$ cat config.mk
export PLATFORM = sky130hd
export DESIGN_NAME = pcie_rx_demux_flat
export DESIGN_NICKNAME = d
export VERILOG_FILES = /design/src/rtl/ofs_fim_pcie_pkg.sv /design/src/rtl/pcie_ss_axis_if.sv /design/src/rtl/axis_skid_buf.sv /design/src/rtl/pcie_rx_demux.sv /design/src/flat_wrapper.sv
export SDC_FILE = /design/constraint.sdc
export NUM_CORES = 2
export LEC_CHECK = 0
export ABC_AREA = 1
export CORE_AREA = 2 2 718 720
export CTS_CLUSTER_SIZE = 30
export DETAILED_ROUTE_END_ITERATION = 10
export DIE_AREA = 0 0 720 722
export PLACE_DENSITY = 0.39
export SYNTH_ARGS = -nofsm -noshare
export SYNTH_HDL_FRONTEND = slang
export SYNTH_SLANG_ARGS = --single-unit
$ cat constraint.sdc
create_clock -name clk -period 78.2 [get_ports clk]
set_input_delay 23.46 -clock clk [delete_from_list [all_inputs] [get_ports clk]]
set_output_delay 23.46 -clock clk [all_outputs]
set_load 0.1 [all_outputs]
$ cat src/rtl/ofs_fim_pcie_pkg.sv
// Shared PCIe RX definitions: routing enum, fmt_type codes and header route decode.
package ofs_fim_pcie_pkg;

  // Power-user header occupies the low 256 bits of the SOP beat.
  localparam int unsigned HDR_W = 256;

  // fmt_type codes (fmt[2:0] in bits 7:5, type in bits 4:0).
  localparam logic [7:0] FMT_MRD32 = 8'h00;
  localparam logic [7:0] FMT_MRD64 = 8'h20;
  localparam logic [7:0] FMT_MWR32 = 8'h40;
  localparam logic [7:0] FMT_MWR64 = 8'h60;
  localparam logic [7:0] FMT_CPL   = 8'h0A;
  localparam logic [7:0] FMT_CPLD  = 8'h4A;

  typedef enum logic {RX_ROUTE_MMIO, RX_ROUTE_AFU} t_rx_route;

  typedef enum logic {StIdle, StInPkt} t_rx_state;

  // Header fields used for routing:
  //   [31:24]   fmt_type
  //   [95:64]   address[63:32] (4DW requests only)
  //   [127:96]  address[31:0]
  //   [162:160] pf_num
  //   [173:163] vf_num
  //   [174]     vf_active
  //   [181:178] bar_number
  function automatic t_rx_route decode_rx_route(input logic [HDR_W-1:0] hdr,
                                                input logic [2:0]       pf,
                                                input logic [3:0]       bar,
                                                input logic [63:0]      limit);
    logic [7:0]  fmt_type;
    logic [63:0] addr;
    logic        is_mem;
    logic        hit;
    fmt_type = hdr[31:24];
    case (fmt_type)
      FMT_MRD32, FMT_MRD64, FMT_MWR32, FMT_MWR64: is_mem = 1'b1;
      default:                                    is_mem = 1'b0;
    endcase
    // fmt[0] (bit 5) selects the 4DW header carrying a 64-bit address.
    if (fmt_type[5]) begin
      addr = {hdr[95:64], hdr[127:96]};
    end else begin
      addr = {32'h0, hdr[127:96]};
    end
    hit = is_mem && (hdr[162:160] == pf) && !hdr[174] && (hdr[181:178] == bar) &&
          (addr < limit);
    return hit ? RX_ROUTE_MMIO : RX_ROUTE_AFU;
  endfunction

endpackage

$ cat src/rtl/pcie_ss_axis_if.sv
// AXI-S stream bundle used between the PCIe SS and its RX/TX clients.
interface pcie_ss_axis_if #(
  parameter int unsigned DATA_W = 512,
  parameter int unsigned USER_W = 10
);
  logic                tvalid;
  logic                tready;
  logic [DATA_W-1:0]   tdata;
  logic [DATA_W/8-1:0] tkeep;
  logic                tlast;
  logic [USER_W-1:0]   tuser_vendor;

  modport source (output tvalid, tdata, tkeep, tlast, tuser_vendor, input tready);
  modport sink   (input tvalid, tdata, tkeep, tlast, tuser_vendor, output tready);
endinterface

$ cat src/rtl/axis_skid_buf.sv
// Two-entry AXI-S register slice. Upstream tready comes straight from a flop, so the
// downstream tready never reaches the upstream side combinationally.
module axis_skid_buf #(
  parameter int unsigned DATA_W = 512,
  parameter int unsigned USER_W = 10
) (
  input  logic           clk,
  input  logic           rst_n,
  pcie_ss_axis_if.sink   in_st,
  pcie_ss_axis_if.source out_st
);
  localparam int unsigned KEEP_W = DATA_W / 8;
  localparam int unsigned BEAT_W = DATA_W + KEEP_W + 1 + USER_W;

  logic [BEAT_W-1:0] mem_q [2];
  logic              wr_ptr_q;
  logic              rd_ptr_q;
  logic [1:0]        cnt_q;
  logic [1:0]        cnt_d;
  logic              rdy_q;
  logic              push;
  logic              pop;

  assign in_st.tready  = rdy_q;
  assign push          = in_st.tvalid && rdy_q;
  assign out_st.tvalid = (cnt_q != 2'd0);
  assign pop           = (cnt_q != 2'd0) && out_st.tready;
  assign {out_st.tdata, out_st.tkeep, out_st.tlast, out_st.tuser_vendor} = mem_q[rd_ptr_q];

  // Occupancy after this cycle's push/pop.
  always_comb begin
    cnt_d = cnt_q;
    unique case ({push, pop})
      2'b10:   cnt_d = cnt_q + 2'd1;
      2'b01:   cnt_d = cnt_q - 2'd1;
      default: cnt_d = cnt_q;
    endcase
  end

  // Control state; ready is held low through reset and tracks occupancy < 2 after.
  always_ff @(posedge clk) begin
    if (!rst_n) begin
      cnt_q    <= 2'd0;
      wr_ptr_q <= 1'b0;
      rd_ptr_q <= 1'b0;
      rdy_q    <= 1'b0;
    end else begin
      cnt_q <= cnt_d;
      rdy_q <= (cnt_d < 2'd2);
      if (push) wr_ptr_q <= ~wr_ptr_q;
      if (pop)  rd_ptr_q <= ~rd_ptr_q;
    end
  end

  // Beat storage; contents are don't-care while the slot is empty.
  always_ff @(posedge clk) begin
    if (push) begin
      mem_q[wr_ptr_q] <= {in_st.tdata, in_st.tkeep, in_st.tlast, in_st.tuser_vendor};
    end
  end

endmodule

$ cat src/rtl/pcie_rx_demux.sv
// Steers each RX TLP, whole and in order, to the FIM MMIO sink or the AFU sink.
// The route is decoded on the SOP beat and held for the rest of the packet.
module pcie_rx_demux
  import ofs_fim_pcie_pkg::*;
#(
  parameter int unsigned FIM_PF_NUM     = 0,
  parameter int unsigned FIM_BAR_NUM    = 0,
  parameter logic [63:0] FIM_ADDR_LIMIT = 64'h0008_0000,
  parameter int unsigned CNT_W          = 32,
  parameter int unsigned DATA_W         = 512,
  parameter int unsigned USER_W         = 10
) (
  input  logic             clk,
  input  logic             rst_n,
  pcie_ss_axis_if.sink     i_pcie_rx_st,
  pcie_ss_axis_if.source   o_mmio_rx_st,
  pcie_ss_axis_if.source   o_afu_rx_st,
  output logic [CNT_W-1:0] o_mmio_tlp_cnt,
  output logic [CNT_W-1:0] o_afu_tlp_cnt,
  output logic             o_in_pkt
);
  localparam logic [2:0] PF_SEL  = FIM_PF_NUM[2:0];
  localparam logic [3:0] BAR_SEL = FIM_BAR_NUM[3:0];

  pcie_ss_axis_if #(.DATA_W(DATA_W), .USER_W(USER_W)) mmio_in ();
  pcie_ss_axis_if #(.DATA_W(DATA_W), .USER_W(USER_W)) afu_in ();

  t_rx_state  state_q;
  t_rx_state  state_d;
  t_rx_route  route_q;
  t_rx_route  route_d;
  t_rx_route  route_dec;
  t_rx_route  route_cur;
  logic       accept;
  logic       sop_accept;
  logic [CNT_W-1:0] mmio_cnt_q;
  logic [CNT_W-1:0] afu_cnt_q;

  assign route_dec = decode_rx_route(i_pcie_rx_st.tdata[HDR_W-1:0], PF_SEL, BAR_SEL,
                                     FIM_ADDR_LIMIT);
  // Mid-packet beats carry payload, so only the SOP beat is decoded.
  assign route_cur = (state_q == StIdle) ? route_dec : route_q;

  assign i_pcie_rx_st.tready = (route_cur == RX_ROUTE_MMIO) ? mmio_in.tready : afu_in.tready;
  assign accept              = i_pcie_rx_st.tvalid && i_pcie_rx_st.tready;
  assign sop_accept          = accept && (state_q == StIdle);

  // Payload fans out to both slices; only tvalid selects the destination.
  assign mmio_in.tvalid       = i_pcie_rx_st.tvalid && (route_cur == RX_ROUTE_MMIO);
  assign mmio_in.tdata        = i_pcie_rx_st.tdata;
  assign mmio_in.tkeep        = i_pcie_rx_st.tkeep;
  assign mmio_in.tlast        = i_pcie_rx_st.tlast;
  assign mmio_in.tuser_vendor = i_pcie_rx_st.tuser_vendor;

  assign afu_in.tvalid        = i_pcie_rx_st.tvalid && (route_cur == RX_ROUTE_AFU);
  assign afu_in.tdata         = i_pcie_rx_st.tdata;
  assign afu_in.tkeep         = i_pcie_rx_st.tkeep;
  assign afu_in.tlast         = i_pcie_rx_st.tlast;
  assign afu_in.tuser_vendor  = i_pcie_rx_st.tuser_vendor;

  assign o_in_pkt       = (state_q == StInPkt);
  assign o_mmio_tlp_cnt = mmio_cnt_q;
  assign o_afu_tlp_cnt  = afu_cnt_q;

  // Packet framing: enter InPkt on a non-last SOP, leave on the accepted tlast beat.
  always_comb begin
    state_d = state_q;
    route_d = route_q;
    unique case (state_q)
      StIdle: begin
        if (accept && !i_pcie_rx_st.tlast) begin
          state_d = StInPkt;
          route_d = route_dec;
        end
      end
      StInPkt: begin
        if (accept && i_pcie_rx_st.tlast) state_d = StIdle;
      end
    endcase
  end

  // FSM state and latched route.
  always_ff @(posedge clk) begin
    if (!rst_n) begin
      state_q <= StIdle;
      route_q <= RX_ROUTE_MMIO;
    end else begin
      state_q <= state_d;
      route_q <= route_d;
    end
  end

  // Per-destination TLP counters, bumped once per accepted SOP; wrap naturally.
  always_ff @(posedge clk) begin
    if (!rst_n) begin
      mmio_cnt_q <= '0;
      afu_cnt_q  <= '0;
    end else if (sop_accept) begin
      if (route_dec == RX_ROUTE_MMIO) mmio_cnt_q <= mmio_cnt_q + 1'b1;
      else                            afu_cnt_q  <= afu_cnt_q + 1'b1;
    end
  end

  axis_skid_buf #(.DATA_W(DATA_W), .USER_W(USER_W)) u_mmio_skid (
    .clk    (clk),
    .rst_n  (rst_n),
    .in_st  (mmio_in),
    .out_st (o_mmio_rx_st)
  );

  axis_skid_buf #(.DATA_W(DATA_W), .USER_W(USER_W)) u_afu_skid (
    .clk    (clk),
    .rst_n  (rst_n),
    .in_st  (afu_in),
    .out_st (o_afu_rx_st)
  );

endmodule

$ cat src/flat_wrapper.sv
// flat-port wrapper written by rule: the top's interface ports become plain ports
module pcie_rx_demux_flat import ofs_fim_pcie_pkg::*;
#(
  parameter int unsigned FIM_PF_NUM     = 0,
  parameter int unsigned FIM_BAR_NUM    = 0,
  parameter logic [63:0] FIM_ADDR_LIMIT = 64'h0008_0000,
  parameter int unsigned CNT_W          = 32,
  parameter int unsigned DATA_W         = 512,
  parameter int unsigned USER_W         = 10
)
  (clk, rst_n, o_mmio_tlp_cnt, o_afu_tlp_cnt, o_in_pkt, i_pcie_rx_st_tvalid, i_pcie_rx_st_tdata, i_pcie_rx_st_tkeep, i_pcie_rx_st_tlast, i_pcie_rx_st_tuser_vendor, i_pcie_rx_st_tready, o_mmio_rx_st_tvalid, o_mmio_rx_st_tdata, o_mmio_rx_st_tkeep, o_mmio_rx_st_tlast, o_mmio_rx_st_tuser_vendor, o_mmio_rx_st_tready, o_afu_rx_st_tvalid, o_afu_rx_st_tdata, o_afu_rx_st_tkeep, o_afu_rx_st_tlast, o_afu_rx_st_tuser_vendor, o_afu_rx_st_tready);
  pcie_ss_axis_if #(.DATA_W(DATA_W), .USER_W(USER_W)) i_pcie_rx_st_i ();
  pcie_ss_axis_if #(.DATA_W(DATA_W), .USER_W(USER_W)) o_mmio_rx_st_i ();
  pcie_ss_axis_if #(.DATA_W(DATA_W), .USER_W(USER_W)) o_afu_rx_st_i ();
  input  logic clk;
  input  logic rst_n;
  output logic [CNT_W-1:0] o_mmio_tlp_cnt;
  output logic [CNT_W-1:0] o_afu_tlp_cnt;
  output logic o_in_pkt;
  input wire logic [$bits(i_pcie_rx_st_i.tvalid)-1:0] i_pcie_rx_st_tvalid;
  input wire logic [$bits(i_pcie_rx_st_i.tdata)-1:0] i_pcie_rx_st_tdata;
  input wire logic [$bits(i_pcie_rx_st_i.tkeep)-1:0] i_pcie_rx_st_tkeep;
  input wire logic [$bits(i_pcie_rx_st_i.tlast)-1:0] i_pcie_rx_st_tlast;
  input wire logic [$bits(i_pcie_rx_st_i.tuser_vendor)-1:0] i_pcie_rx_st_tuser_vendor;
  output wire logic [$bits(i_pcie_rx_st_i.tready)-1:0] i_pcie_rx_st_tready;
  output wire logic [$bits(o_mmio_rx_st_i.tvalid)-1:0] o_mmio_rx_st_tvalid;
  output wire logic [$bits(o_mmio_rx_st_i.tdata)-1:0] o_mmio_rx_st_tdata;
  output wire logic [$bits(o_mmio_rx_st_i.tkeep)-1:0] o_mmio_rx_st_tkeep;
  output wire logic [$bits(o_mmio_rx_st_i.tlast)-1:0] o_mmio_rx_st_tlast;
  output wire logic [$bits(o_mmio_rx_st_i.tuser_vendor)-1:0] o_mmio_rx_st_tuser_vendor;
  input wire logic [$bits(o_mmio_rx_st_i.tready)-1:0] o_mmio_rx_st_tready;
  output wire logic [$bits(o_afu_rx_st_i.tvalid)-1:0] o_afu_rx_st_tvalid;
  output wire logic [$bits(o_afu_rx_st_i.tdata)-1:0] o_afu_rx_st_tdata;
  output wire logic [$bits(o_afu_rx_st_i.tkeep)-1:0] o_afu_rx_st_tkeep;
  output wire logic [$bits(o_afu_rx_st_i.tlast)-1:0] o_afu_rx_st_tlast;
  output wire logic [$bits(o_afu_rx_st_i.tuser_vendor)-1:0] o_afu_rx_st_tuser_vendor;
  input wire logic [$bits(o_afu_rx_st_i.tready)-1:0] o_afu_rx_st_tready;
  assign i_pcie_rx_st_i.tvalid = i_pcie_rx_st_tvalid;
  assign i_pcie_rx_st_i.tdata = i_pcie_rx_st_tdata;
  assign i_pcie_rx_st_i.tkeep = i_pcie_rx_st_tkeep;
  assign i_pcie_rx_st_i.tlast = i_pcie_rx_st_tlast;
  assign i_pcie_rx_st_i.tuser_vendor = i_pcie_rx_st_tuser_vendor;
  assign i_pcie_rx_st_tready = i_pcie_rx_st_i.tready;
  assign o_mmio_rx_st_tvalid = o_mmio_rx_st_i.tvalid;
  assign o_mmio_rx_st_tdata = o_mmio_rx_st_i.tdata;
  assign o_mmio_rx_st_tkeep = o_mmio_rx_st_i.tkeep;
  assign o_mmio_rx_st_tlast = o_mmio_rx_st_i.tlast;
  assign o_mmio_rx_st_tuser_vendor = o_mmio_rx_st_i.tuser_vendor;
  assign o_mmio_rx_st_i.tready = o_mmio_rx_st_tready;
  assign o_afu_rx_st_tvalid = o_afu_rx_st_i.tvalid;
  assign o_afu_rx_st_tdata = o_afu_rx_st_i.tdata;
  assign o_afu_rx_st_tkeep = o_afu_rx_st_i.tkeep;
  assign o_afu_rx_st_tlast = o_afu_rx_st_i.tlast;
  assign o_afu_rx_st_tuser_vendor = o_afu_rx_st_i.tuser_vendor;
  assign o_afu_rx_st_i.tready = o_afu_rx_st_tready;
  pcie_rx_demux #(.FIM_PF_NUM(FIM_PF_NUM), .FIM_BAR_NUM(FIM_BAR_NUM), .FIM_ADDR_LIMIT(FIM_ADDR_LIMIT), .CNT_W(CNT_W), .DATA_W(DATA_W), .USER_W(USER_W)) u_core (.clk(clk), .rst_n(rst_n), .i_pcie_rx_st(i_pcie_rx_st_i), .o_mmio_rx_st(o_mmio_rx_st_i), .o_afu_rx_st(o_afu_rx_st_i), .o_mmio_tlp_cnt(o_mmio_tlp_cnt), .o_afu_tlp_cnt(o_afu_tlp_cnt), .o_in_pkt(o_in_pkt));
endmodule
-- Yosys cells after proc, flatten, opt, wreduce, memory -nomap -nowiden
Memory sizes are Yosys's and may differ from the RTL's. A register that Yosys moved wholly into a read port is not among the register bits.
Cells that the tools add are included.
- bits in registers: 76
- RAM bits: 2348
- output and inout bits: 1242
- logic and storage cells: 80
- memories kept: 2
- memory list (name ; words ; bits a word ; read ports ; clocked after memory_dff ; wr ports ; RTL line ; source):
    u_core.u_afu_skid.mem_q ; 2 ; 587 ; 1 ; 1 ; 1 ; axis_skid_buf.sv:15 ; logic [BEAT_W-1:0] mem_q [2];
    u_core.u_mmio_skid.mem_q ; 2 ; 587 ; 1 ; 1 ; 1 ; axis_skid_buf.sv:15 ;
- $add $sub $neg: 6
- magnitude comparators: 3
- equality and inequality tests: 7
- multiplexer cells: 18
- bitwise operators: 7
- reductions and logical operators: 25
- operators by type and width (operator ; number):
    $add A32 B1 Y32 const B ; 2
    $lt A64 B20 Y1 const B ; 1
    $mux W64 ; 1
    $eq A8 B7 Y1 const B ; 2
    $logic_and A1 B1 Y1 ; 14
    $mux W1 ; 14
    $eq A8 B6 Y1 const B ; 1
    $logic_not A8 Y1 ; 1
    $pmux W2 S2 ; 2
    $not A1 Y1 ; 7
    $reduce_and A2 Y1 ; 3
    $add A2 B1 Y2 const B ; 2
    $eq A2 B1 Y1 const B ; 2
    $eq A2 B2 Y1 const B ; 2
    $logic_not A4 Y1 ; 1
    $lt A2 B2 Y1 const B ; 2
    $reduce_bool A2 Y1 ; 2
    $reduce_or A4 Y1 ; 1
    $sub A2 B1 Y2 const B ; 2
    $logic_not A3 Y1 ; 1
    $logic_not A1 Y1 ; 2
    $pmux W1 S2 ; 1

-- Longest topological paths before layout
- word-level depth: 15
- gate-level depth with buffers: 15

-- By module
A second synthesis with hierarchy kept.
- cell total of the unflattened synthesis: 4428
- area total of the unflattened synthesis: 89856.2 um2
- by module, submodules not included (module ; times used ; cells an instance ; area each (um2) ; seq. area each (um2)):
    axis_skid_buf ; 2 ; 1861 ; 42743.5 ; 35373.9
    pcie_rx_demux ; 1 ; 706 ; 4369.2 ; 1321.3

-- Worst setup path after synthesis
No wires, ideal clock.
- kind: input port to flip-flop
- from: input port i_pcie_rx_st_tdata[29]
- to: memory u_core.u_mmio_skid.mem_q[0][0] in the netlist's numbering (enable)
- arrival time: 48591 ps
- data required time: 76646 ps
- path slack: 28054 ps
- stages: 10
- buffers on the path: 1
- cells stage by stage: buf_2 nand2_1 nand2_1 nor2_1 nand2_1 nor2_1 nand3_1 nand2_2 nand4_4 nor2_1
- longest elaborated chain between the ends: 14
- elaborated cells between the ends (all ways): 19
- those cells by class: order compare (1); eq/ne (3); mux (6); bitwise (1); reduce/logical (8)
- RTL lines (item ; RTL line ; source):
    start: declaration ; flat_wrapper.sv:21 ; input wire logic [$bits(i_pcie_rx_st_i.tdata)-1:0] i_pcie_rx_st_tdata;
    branches (longest 6 deep; another with $lt A64 B20 Y1) ; n/a ;
    $logic_and A1 B1 Y1 (*) ; ofs_fim_pcie_pkg.sv:46 ; hit = is_mem && (hdr[162:160] == pf) && !hdr[174] && (hdr[181:178] == bar) &&
    $mux W1 (*) ; ofs_fim_pcie_pkg.sv:48 ; return hit ? RX_ROUTE_MMIO : RX_ROUTE_AFU;
    $mux W1 (*) ; pcie_rx_demux.sv:42 ; assign route_cur = (state_q == StIdle) ? route_dec : route_q;
    $not A1 Y1 (*) ; n/a ;
    $logic_and A1 B1 Y1 (*) ; pcie_rx_demux.sv:49 ; assign mmio_in.tvalid = i_pcie_rx_st.tvalid && (route_cur == RX_ROUTE_MMIO);
    $logic_and A1 B1 Y1 (*) ; axis_skid_buf.sv:25 ; assign push = in_st.tvalid && rdy_q;
    $mux W1 (*) ; axis_skid_buf.sv:57 ; if (push) begin
    $mux W1 (implied by the code) (*) ; axis_skid_buf.sv:58 ; mem_q[wr_ptr_q] <= {in_st.tdata, in_st.tkeep, in_st.tlast, in_st.tuser_vendor};
    end: declaration ; axis_skid_buf.sv:15 ;
Every way passes the cells marked *.

-- Worst setup path in the final report
- from: input port i_pcie_rx_st_tdata[31]
- to: output port i_pcie_rx_st_tready
- longest elaborated chain between the ends: 10
- elaborated cells between the ends (all ways): 13
- those cells by class: eq/ne (3); mux (4); reduce/logical (6)
- RTL lines (item ; RTL line ; source):
    $eq A8 B6 Y1, or another cell as far along ; ofs_fim_pcie_pkg.sv:36 ; case (fmt_type)
    $reduce_or A4 Y1 (*) ; ofs_fim_pcie_pkg.sv:36 ;
    $mux W1 (*) ; ofs_fim_pcie_pkg.sv:36 ;
    $logic_and A1 B1 Y1 (*) (4 in series) ; ofs_fim_pcie_pkg.sv:46 ;
    $mux W1 (*) ; ofs_fim_pcie_pkg.sv:48 ;
    $mux W1 (*) ; pcie_rx_demux.sv:42 ;
    $mux W1 (*) ; pcie_rx_demux.sv:44 ; assign i_pcie_rx_st.tready = (route_cur == RX_ROUTE_MMIO) ? mmio_in.tready : afu_in.tready;
    end: declaration ; flat_wrapper.sv:25 ; output wire logic [$bits(i_pcie_rx_st_i.tready)-1:0] i_pcie_rx_st_tready;
Mark *: on every way between the ends. The rest lies on a longest branch, timed or not.

==> summary.md <==
| Metric | Value |
|---|---|
| Status | `completed` |
| Synth top cells by count | `2348 x edfxtp_1, 1174 x mux2_2, 223 x nand2_1, 137 x clkbuf_1, 79 x nor2_1` |
| Drt total wl | `403000 um` |
| Largest family of logic cells by synthesized area | `multiplexers` |
| Drt initial violations | `3326` |
| First-pass DRT Iterations | `6` |
| Routed vias/inst | `between 3 and 4` |
| Share of cells above drive strength 1 | `0.284` |
| RSZ-0062 raised after global routing | `no` |
| Ys Warns | `0` |
| Final Net Count | `7051` |
| Largest net degree at the start of global routing | `128` |
| Max incr delay on CP | `about 1.3 ns` |
| DR WL/cell | `29.9 um` |
| F_max | `between 0.015 and 0.02 GHz` |
| Placed cell areas | `115000 um^2` |
| Hold Crit Class | `reg2reg` |
| Ranking of synthesized cells by area | `edfxtp_1 79%, mux2_2 15%, dfxtp_1 1.8%` |
| First-pass GRT wire length | `around 520000 um` |
| Leakage power | `39.6 nW` |
| Core Area | `approximately 510000 um^2` |
| Final Cell Area | `between 100000 and 150000 um^2` |
| CTS clk-pin slew, worst paths | `~0.060 ns` |
| Cell count of the worst hold path | `1` |
| Final setup viols | `0` |
| Cell count after synthesis | `~4400` |
| XOR/XNOR Fraction of Synth Area | `0.00560` |
| Longest Clk Path Bufs | `4` |
| DP HPWL | `a little over 300000 um` |
| Post-Syn Nets | `5004` |
| Cts hold-fix bufs | `0` |
| Hold Vio Cnt, Final | `0` |
| Post-route insts no fill | `13491` |
| Req. time, crit path | `54.74 ns` |
| Vias | `50011` |
| Crit share post-route | `0.650` |
| DRC | `0` |
| Setup WS pre-CTS | `27.39 ns` |
| Cts repair resizes | `0` |
| Min cycle time layout | `50.81 ns` |
| Relative slew slack | `0.161` |
| # Max-Cap Violations | `0` |
| Die width | `around 700 um` |
| Peak VDD IR | `0.0000203 V` |
| I/O Buffers | `about 1800` |
| Synthesized area | `89100 um^2` |
| Adder-cell share of the synthesized area | `0.000562` |
| Net Switching | `1.68 mW` |
| Rows | `263` |
| CP max FO | `5` |
| GRT Total Usage | `0.148` |
| Yosys reg bits | `2426` |
| Die extent in y | `722 um` |
| Internal reg-to-reg setup slack | `70.75 ns` |
| CP max stage cell | `clkdlybuf4s50_1` |
| Tot Pwr | `4.28 mW` |
| Final Max Tran Viols | `0` |
| Simple-Gate Fraction of Synth Area | `0.0225` |
| GRT overflow | `0` |
| Crit path capture type | `primary output` |
| Clock Latency Late Sink | `between 0.9 and 1 ns` |
| Sequential share of the synthesized area | `0.809` |
| Synth-to-Final Area Change | `40.4%` |
| Setup_tns | `0 ns` |
| Sequential power share | `0.358` |
| Worst setup SP type | `primary input` |
| Num CTS Buffers | `302` |
| Post-synth EDFFs | `2348` |
| Cell Pwr Density | `34.2 nW/um^2` |
| Antenna-violating nets left | `0` |
| Top cell type's share of synthesized area | `0.791` |
| Crit-path cells | `clkdlybuf4s50_1, nor2_1, nand2_1, nor2_1, nand2_1, nor2_1, nand3_1, nand2_2, nand3_1, nand2_1, clkdlybuf4s50_1` |
| Compound-Gate Fraction of Synth Area | `0.00477` |
| Critical path buffers and inverters | `2` |
| Power share of the clock group | `0.319` |
| Switch share | `0.391` |
| CTS tree | `yes` |
| H-Tree Depth | `5` |
| Clock skew | `roughly 0.066 ns` |
| CP arrival | `27.35 ns` |
| Mux share of post-synthesis cell area | `0.148` |
| Delay-heaviest family, CP | `simple AND/OR/NAND/NOR gates` |
| Main flop type after synthesis | `edfxtp_1` |
| Placer Congestion | `0.875` |
| Crit path kind | `in2out` |
| Reg2Reg Capture Point | `u_core.u_mmio_skid.mem_q[0][566]` |
| Placed Cells | `between 10000 and 15000` |
| Avg Synthesized Cell Area | `20.2 um^2` |
| IO Count | `around 1800` |
| Post-synthesis async set-or-reset flop share | `0` |
| CTS root buf | `clkbuf_16` |
| Synth cell types | `27` |
| CP endpoint | `i_pcie_rx_st_tready` |
| Die area | `520000 um^2` |
| Worst-Margin Slew | `between 1 and 1.5 ns` |
| Number of global-route vias before repair | `51236` |
| Most frequent cell after synthesis | `edfxtp_1` |
| Comb power frac | `0.323` |
| Antenna violations before repair | `133` |
| CTS sink count | `between 2000 and 2500` |
| Largest area contributor in the netlist | `edfxtp_1` |
| Initial core utilization | `0.174` |
| Reg2reg path depth | `11` |
| Setup ws final | `27.39 ns` |
| Critical path depth | `11` |
| Worst Setup SP | `i_pcie_rx_st_tdata[31]` |
| Post-CTS Setup Bufs | `0` |
| Int Power | `2.61 mW` |
==> power groups by stage <==
| stage | Sequential (mW) | Combinational [mW] | Clock [mW] |
|---|---|---|---|
| after floorplan | 1.64 | 0.995 | 0 |
| after global placement | 1.56 | 1.40 | 0 |
| after detailed placement | 1.56 | 1.40 | 0 |
| after CTS | 1.53 | 1.40 | 1.41 |
| after global routing | 1.54 | 1.41 | 1.46 |
| final | 1.53 | 1.38 | 1.37 |
==> per-layer routing <==
layer  vias up  GRT usage  share of wire
met4        56     0.0540          0.041
met1     26023      0.164           0.37
met2      1902      0.261           0.50
met5         -          0        0.00088
li1      21419          -              -
met3       611     0.0509          0.084
==> area by class of cell <==
cell class / count / area [um^2]
tap: 6757 / 8450
clock inverter: 175 / 1780
fill: 52513 / 387000
timing repair buffer: 1906 / 18400
sequential: 2426 / 72100
multi-input combinational: 1772 / 16200
clock buffer: 371 / 7890
inverter: 47 / 176
antenna: 37 / 92.6
==> worst register-to-register path, stage by stage (launching register included) <==
cell,delay [ns]
dfxtp_1,0.39
inv_2,0.31
nand2_2,0.24
nand4_4,0.19
nor2_4,0.12
buf_4,0.58
buf_4,0.78
buf_4,0.87
buf_4,0.82
buf_4,0.80
buf_4,0.90
buf_4,0.97
==> sequential cells by signal (all words and copies together) (netlist names), named ones only <==
name                             count
u_core.u_mmio_skid.cnt_q             1
u_core.u_afu_skid.rd_ptr_q           1
u_core.u_afu_skid.cnt_q              1
u_core.u_afu_skid.wr_ptr_q           1
u_core.u_afu_skid.in_st.tready       1
u_core.u_mmio_skid.wr_ptr_q          1
u_core.route_q                       1
u_core.u_mmio_skid.in_st.tready      1
u_core.u_afu_skid.mem_q           1174
u_core.o_mmio_tlp_cnt               32
u_core.u_mmio_skid.mem_q          1174
u_core.o_afu_tlp_cnt                32
u_core.u_mmio_skid.rd_ptr_q          1
==> how the worst min path moves through the flow <==
stage	startpoint	endpoint
final	u_core.u_mmio_skid.rd_ptr_q	register
after global routing	u_core.u_afu_skid.rd_ptr_q	u_core.u_afu_skid.rd_ptr_q
after CTS	u_core.u_mmio_skid.rd_ptr_q	register
after detailed placement	u_core.u_mmio_skid.rd_ptr_q	register
after global placement	u_core.u_afu_skid.rd_ptr_q	register
after floorplan	u_core.u_mmio_skid.rd_ptr_q	register
==> stage by stage <==
| step | hold WS (ns) | utilization |
|---|---|---|
| global placement | 0.426 | 0.225 |
| CTS | 0.449 | 0.244 |
| floorplan | 0.425 | - |
| finish | 0.451 | 0.244 |
| global route | 0.487 | 0.244 |
| detailed placement | 0.436 | 0.225 |
==> cell families (layout without fill, tap and decap cells) <==
group / after synthesis / after routing
AOI/OAI and AO/OA: 85 / 85
xor gates and xnor gates: 57 / 57
adders and majority gates: 4 / 4
buffers and inverters: 210 / 2499
DFF: 2426 / 2426
muxes: 1174 / 1174
other: 0 / 37
and+or+nand+nor: 452 / 452
==> placed cells by master (no fill, tap or decap), types with 4 or more instances in the layout <==
cell type        count
bufinv_16           19
nor4_1               8
dfxtp_1             76
nor3_1              29
buf_2               16
clkinv_16           11
nor2_4               4
inv_1               44
clkinv_8             8
clkbuf_1            64
nand3_1             50
o21ai_0              9
xnor2_1             16
nand4_1             51
clkinv_2            39
nand2_1            223
edfxtp_1          2348
inv_6                5
diode_2             37
buf_12               8
clkdlybuf4s50_1   1607
nor2_1              75
mux2_2            1174
inv_16               4
buf_4              275
ha_1                 4
clkinv_4             5
a21oi_1             76
clkbuf_16          304
clkinvlp_4          17
clkinv_1            67
nand3b_1             5
xor2_1              41
No activity file was read; power rests on OpenSTA's default activity.
